### src/rtl/pipe_addsub_if.sv
// pipe_addsub_if: operand/result handshake bundle for the pipelined adder/subtractor
interface pipe_addsub_if #(
  parameter int WIDTH = 32
);
  logic             in_valid;
  logic             in_ready;
  logic [WIDTH-1:0] a;
  logic [WIDTH-1:0] b;
  logic             sub;
  logic             out_valid;
  logic             out_ready;
  logic [WIDTH:0]   sum;
  logic             ovf;
  modport master (
    output in_valid, a, b, sub, out_ready,
    input  in_ready, out_valid, sum, ovf
  );
  modport slave (
    input  in_valid, a, b, sub, out_ready,
    output in_ready, out_valid, sum, ovf
  );
endinterface

### src/rtl/pipe_addsub.sv
// pipe_addsub: segmented-carry pipelined adder/subtractor with valid/ready backpressure
module pipe_addsub #(
  parameter int WIDTH  = 32,
  parameter int STAGES = 4
) (
  input  logic         clk,
  input  logic         rst,
  pipe_addsub_if.slave io
);
  localparam int SW = WIDTH / (STAGES < 1 ? 1 : STAGES);
  if (STAGES < 1 || WIDTH % (STAGES < 1 ? 1 : STAGES) != 0) begin : bad_params
    $fatal(1, "pipe_addsub: WIDTH must be a positive multiple of STAGES >= 1");
  end
  logic             adv;
  logic [WIDTH-1:0] bp;
  assign bp = io.sub ? ~io.b : io.b;
  for (genvar k = 0; k < STAGES; k++) begin : stg
    localparam int LO = k * SW;
    logic                v;
    logic                c;
    logic [LO+SW-1:0]    r;
    logic [LO+SW-1:0]    rn;
    logic [WIDTH-LO-1:0] ai;
    logic [WIDTH-LO-1:0] bi;
    logic                ci;
    logic                vi;
    logic [SW:0]         s;
    if (k == 0) begin : src
      assign ai = io.a;
      assign bi = bp;
      assign ci = io.sub;
      assign vi = io.in_valid;
      assign rn = s[SW-1:0];
    end else begin : src
      assign ai = stg[k-1].sk.sa;
      assign bi = stg[k-1].sk.sb;
      assign ci = stg[k-1].c;
      assign vi = stg[k-1].v;
      assign rn = {s[SW-1:0], stg[k-1].r};
    end
    assign s = {1'b0, ai[SW-1:0]} + {1'b0, bi[SW-1:0]} + (SW+1)'(ci);
    // slice result joins the lower slices already computed; carry feeds the next stage
    always_ff @(posedge clk)
      if (rst) begin
        v <= 1'b0;
        c <= 1'b0;
        r <= '0;
      end else if (adv) begin
        v <= vi;
        c <= s[SW];
        r <= rn;
      end
    if (k < STAGES - 1) begin : sk
      logic [WIDTH-LO-SW-1:0] sa;
      logic [WIDTH-LO-SW-1:0] sb;
      // upper operand slices not yet consumed ride along to later stages
      always_ff @(posedge clk)
        if (rst) begin
          sa <= '0;
          sb <= '0;
        end else if (adv) begin
          sa <= ai[WIDTH-LO-1:SW];
          sb <= bi[WIDTH-LO-1:SW];
        end
    end
    if (k == STAGES - 1) begin : lst
      logic o;
      // the top slice holds both operand MSBs, so signed overflow is resolved here
      always_ff @(posedge clk)
        if (rst) o <= 1'b0;
        else if (adv) o <= (ai[SW-1] == bi[SW-1]) && (s[SW-1] != ai[SW-1]);
    end
  end
  assign adv          = !stg[STAGES-1].v || io.out_ready;
  assign io.in_ready  = adv;
  assign io.out_valid = stg[STAGES-1].v;
  assign io.sum       = {stg[STAGES-1].c, stg[STAGES-1].r};
  assign io.ovf       = stg[STAGES-1].lst.o;
endmodule

### src/flat_wrapper.sv
// flat-port wrapper written by rule: the top's interface ports become plain ports
module pipe_addsub_flat 
#(
  parameter int WIDTH  = 32,
  parameter int STAGES = 4
)
  (clk, rst, io_in_valid, io_a, io_b, io_sub, io_out_ready, io_in_ready, io_out_valid, io_sum, io_ovf);
  pipe_addsub_if #(.WIDTH(WIDTH)) io_i ();
  input  logic clk;
  input  logic rst;
  input wire logic [$bits(io_i.in_valid)-1:0] io_in_valid;
  input wire logic [$bits(io_i.a)-1:0] io_a;
  input wire logic [$bits(io_i.b)-1:0] io_b;
  input wire logic [$bits(io_i.sub)-1:0] io_sub;
  input wire logic [$bits(io_i.out_ready)-1:0] io_out_ready;
  output wire logic [$bits(io_i.in_ready)-1:0] io_in_ready;
  output wire logic [$bits(io_i.out_valid)-1:0] io_out_valid;
  output wire logic [$bits(io_i.sum)-1:0] io_sum;
  output wire logic [$bits(io_i.ovf)-1:0] io_ovf;
  assign io_i.in_valid = io_in_valid;
  assign io_i.a = io_a;
  assign io_i.b = io_b;
  assign io_i.sub = io_sub;
  assign io_i.out_ready = io_out_ready;
  assign io_in_ready = io_i.in_ready;
  assign io_out_valid = io_i.out_valid;
  assign io_sum = io_i.sum;
  assign io_ovf = io_i.ovf;
  pipe_addsub #(.WIDTH(WIDTH), .STAGES(STAGES)) u_core (.clk(clk), .rst(rst), .io(io_i));
endmodule
### config.mk
export PLATFORM = sky130hd
export DESIGN_NAME = pipe_addsub_flat
export DESIGN_NICKNAME = d
export VERILOG_FILES = /design/src/rtl/pipe_addsub_if.sv /design/src/rtl/pipe_addsub.sv /design/src/flat_wrapper.sv
export SDC_FILE = /design/constraint.sdc
export NUM_CORES = 1
export LEC_CHECK = 0
export BUFFER_PORTS_ARGS = -buffer_cell sky130_fd_sc_hd__buf_2
export CAP_MARGIN = 20
export CORE_MARGIN = 5
export CORE_UTILIZATION = 58
export CTS_BUF_LIST = sky130_fd_sc_hd__clkbuf_4 sky130_fd_sc_hd__clkbuf_8 sky130_fd_sc_hd__clkbuf_16
export DETAILED_ROUTE_END_ITERATION = 6
export HOLD_SLACK_MARGIN = 0.03
export MAX_ROUTING_LAYER = met4
export PLACE_DENSITY_LB_ADDON = 0.15
export SLEW_MARGIN = 10
export SYNTH_ARGS = -nofsm -noshare
export SYNTH_HDL_FRONTEND = slang
export SYNTH_SLANG_ARGS = --single-unit
### constraint.sdc
create_clock -name clk -period 2.6 [get_ports clk]
set_input_delay 0.39 -clock clk [delete_from_list [all_inputs] [get_ports clk]]
set_output_delay 0.39 -clock clk [all_outputs]
set_load 0.005 [all_outputs]
==> metrics.md <==
| Metric | Value |
|---|---|
| Status | finished, final reports clean |
| Post-CTS sizing | 0 |
| Initial Util | 58.6% |
| Die width | 128 microns |
| Worst hold path class | in -> reg |
| Setup-failing EPs final | 0 |
| Mapped Area | 8070 sq um |
| Post-layout min period | 2040 ps |
| Initial DRC Count | 523 |
| Final HPWL DP | 11500 microns |
| Post-synth EDFFs | 0 |
| Max_slew headroom | 45.4% |
| Maximum vdd drop | 0.000476 V |
| Slowest stage cell, crit path | fa_1 |
| Commonest cells post-synth | nand2_1, dfxtp_1, a21oi_1 |
| Total congestion overflow | 0 |
| Storage cell area | 3700 sq um |
| Crit path largest cell delay | 450 ps |
| Wire per inst | 13.9 microns |
| Fin nets | 1152 |
| Yosys top cell by area | dfxtp_1 |
| Die area | 16400 sq um |
| Most common cell in the netlist | nand2_1 |
| CTS sink cnt | 185 |
| GPL Wtd Cong | 0.899 |
| DR top layer | met4 |
| Filler instances | 1201 |
| Design Power | 6400 uW |
| Total iterations of the first detailed-routing run | 5 |
| Area share of the largest cell type after synthesis | 45.9% |
| CP Launch Point | u_core.stg[0].sk.sb[0]$_SDFFE_PP0P_ |
| Final Cell Area | 9220 sq um |
| Fmax | 490 MHz |
| Multi-input gate area | 3950 sq um |
| Async SR Flop Fraction | 0% |
| CP startpoint kind | flop |
| Post-CTS Hold Buffers | 0 |
| CP Data Required Time | 2880 ps |
| Max-Cap Viols | 0 |
| Share of cells above drive strength 1 | 15.1% |
| Largest net degree at the start of global routing | 180 |
| Reg clk slew, reported paths | 70 ps |
| Worst skew pair latency | 430 ps |
| Pleak | 0.00380 uW |
| Yosys warnings | 0 |
| RSZ-0062 raised after global routing | false |
| Final Max Slew Viols | 0 |
| Synth Instances | 982 |
| Syn Nets | 1086 |
| Port Buf Inserts | 104 |
| Antenna cells | 0 |
| Die Ht | 128 microns |
| Maximum fanout along the worst path | 4 |
| CTS Root Cell | clkbuf_16 |
| Reg-to-Reg Start | u_core.stg[0].sk.sb[0]$_SDFFE_PP0P_ |
| Average footprint of a synthesized cell | 8.21 sq um |
| Layout area overhead | 14.3% |
| Core area | 13800 sq um |
| Met1 WL | 8400 microns |
| Max clock buf depth | 2 |
| Boundary Pins | 105 |
| Final WL | 17300 microns |
| Worst setup EP type | flop |
| H-tree depth | 4 |
| Library cells used by synthesis | 52 |
| Power Density | 694 nW/um^2 |
| Final period util | 78.5% |
| Worst endpoint data arrival time | 2320 ps |
| Worst slew pin tran | 818 ps |
| Dpl cell area | 8610 sq um |
| Hold Startpoint | io_a[8] |
| Remaining DRCs | 0 |
| Clk_skew | 6.07 ps |
| Crit Path Class | reg -> reg |
| Register bit total from synthesis | 185 |
| Vias in the first global route | 5901 |
| DR vias/cell | 5.39 |
| TritonCTS buffer count | 17 |
| GRT Total Usage | 22.1% |
| Setup Buffers After CTS | 0 |
| Seq/Total Area, Yosys | 45.9% |
| Initial antenna violation count | 0 |
| DR WL met3 | 776 microns |
| Area contributors post-synth | dfxtp_1, nand2_1, a21oi_1 |
| Final ANT Viol Nets | 0 |
| Synth Flop Type | dfxtp_1 |
| Vias | 6692 |
| Setup_tns | 0 ps |
| Final hold violation count | 0 |
| First-pass GRT wire length | 28600 microns |
| CTS tree | yes |
| Row cnt | 43 |
| CP dominant cell by count | fa_1 |
| Wire length on met2 | 7800 microns |
| Critical-path cell list | fa_1 -> inv_1 -> fa_1 -> nor2b_2 -> o31a_1 -> o311ai_0 -> a221oi_1 |
[logic make-up after synthesis]
| group | share of synthesized area [%] |
|---|---|
| and+or+nand+nor | 20.2 |
| buffers and inverters | 5.15 |
| DFF | 45.9 |
| AOI/OAI and AO/OA | 18.5 |
| xor gates and xnor gates | 4.02 |
| muxes | 0.124 |
| adders and majority gates | 6.08 |
[metrics by stage]
stage | instances | utilization [%] | hold WS (ps) | setup WS [ps]
2_1_floorplan | 982 | - | 432 | 351
4_1_cts | 1241 | 66.9 | 178 | 577
6_report | 1241 | 66.9 | 194 | 559
5_1_grt | 1241 | 66.9 | 194 | 479
3_5_place_dp | 1209 | 62.5 | 442 | 369
3_3_place_gp | 1209 | 62.5 | 435 | 389
[layout make-up]
cell class / count / area share (%)
inverter: 16 / 0.706
clock buffer: 20 / 5.06
multi-input combinational: 709 / 42.8
tap: 180 / 2.44
timing repair buffer: 119 / 7.30
sequential: 185 / 40.2
clock inverter: 12 / 1.49
[sequential cells by signal (all words and copies together) (netlist names)]
signal               cells
u_core.stg.r            80
u_core.stg.sk.sa        48
u_core.stg.sk.sb        48
u_core.stg.c             4
u_core.stg.v             3
u_core.io.out_valid      1
u_core.io.ovf            1
[worst paths after layout]
| check | endpoint | slack (ps) | cells after the start |
|---|---|---|---|
| worst min register to register | u_core.stg[3].r[7]$_SDFFE_PP0P_ | 450 | 2 |
| worst max-delay path | u_core.stg[1].c$_SDFFE_PP0P_ | 560 | 7 |
| worst min-delay path | u_core.stg[0].sk.sa[0]$_SDFFE_PP0P_ | 190 | 3 |
| worst max register to register | u_core.stg[1].c$_SDFFE_PP0P_ | 560 | 7 |
[cell usage in the layout, fill, tap and decap left out, types with 13 or more instances in the layout]
master,n
nand3_1,27
inv_1,15
o21ai_0,20
clkbuf_16,17
nor2_1,35
a21oi_1,146
nand2_1,269
buf_4,13
a211oi_1,34
ha_1,28
dfxtp_1,185
buf_2,103
xnor2_1,27
[critical path: cells and delay by family (launching register included)]
kind / cells / cell delay (ps)
buffers and inverters: 1 / 80
AOI/OAI and AO/OA: 3 / 760
and+or+nand+nor: 1 / 60
DFF: 1 / 330
adders and majority gates: 2 / 650
[power by group]
part           switching [uW]  total, uW  internal [uW]
Sequential                105       3130           3020
Clock                    1100       2610           1500
Combinational             370        668            298
[routing by layer]
| layer | track usage [%] | vias to the layer above |
|---|---|---|
| met5 | - | - |
| met2 | 31.6 | 139 |
| li1 | - | 3475 |
| met1 | 31.2 | 3053 |
| met4 | 7.87 | 0 |
| met3 | 4.21 | 25 |
Power figures use the tool's default switching activity.
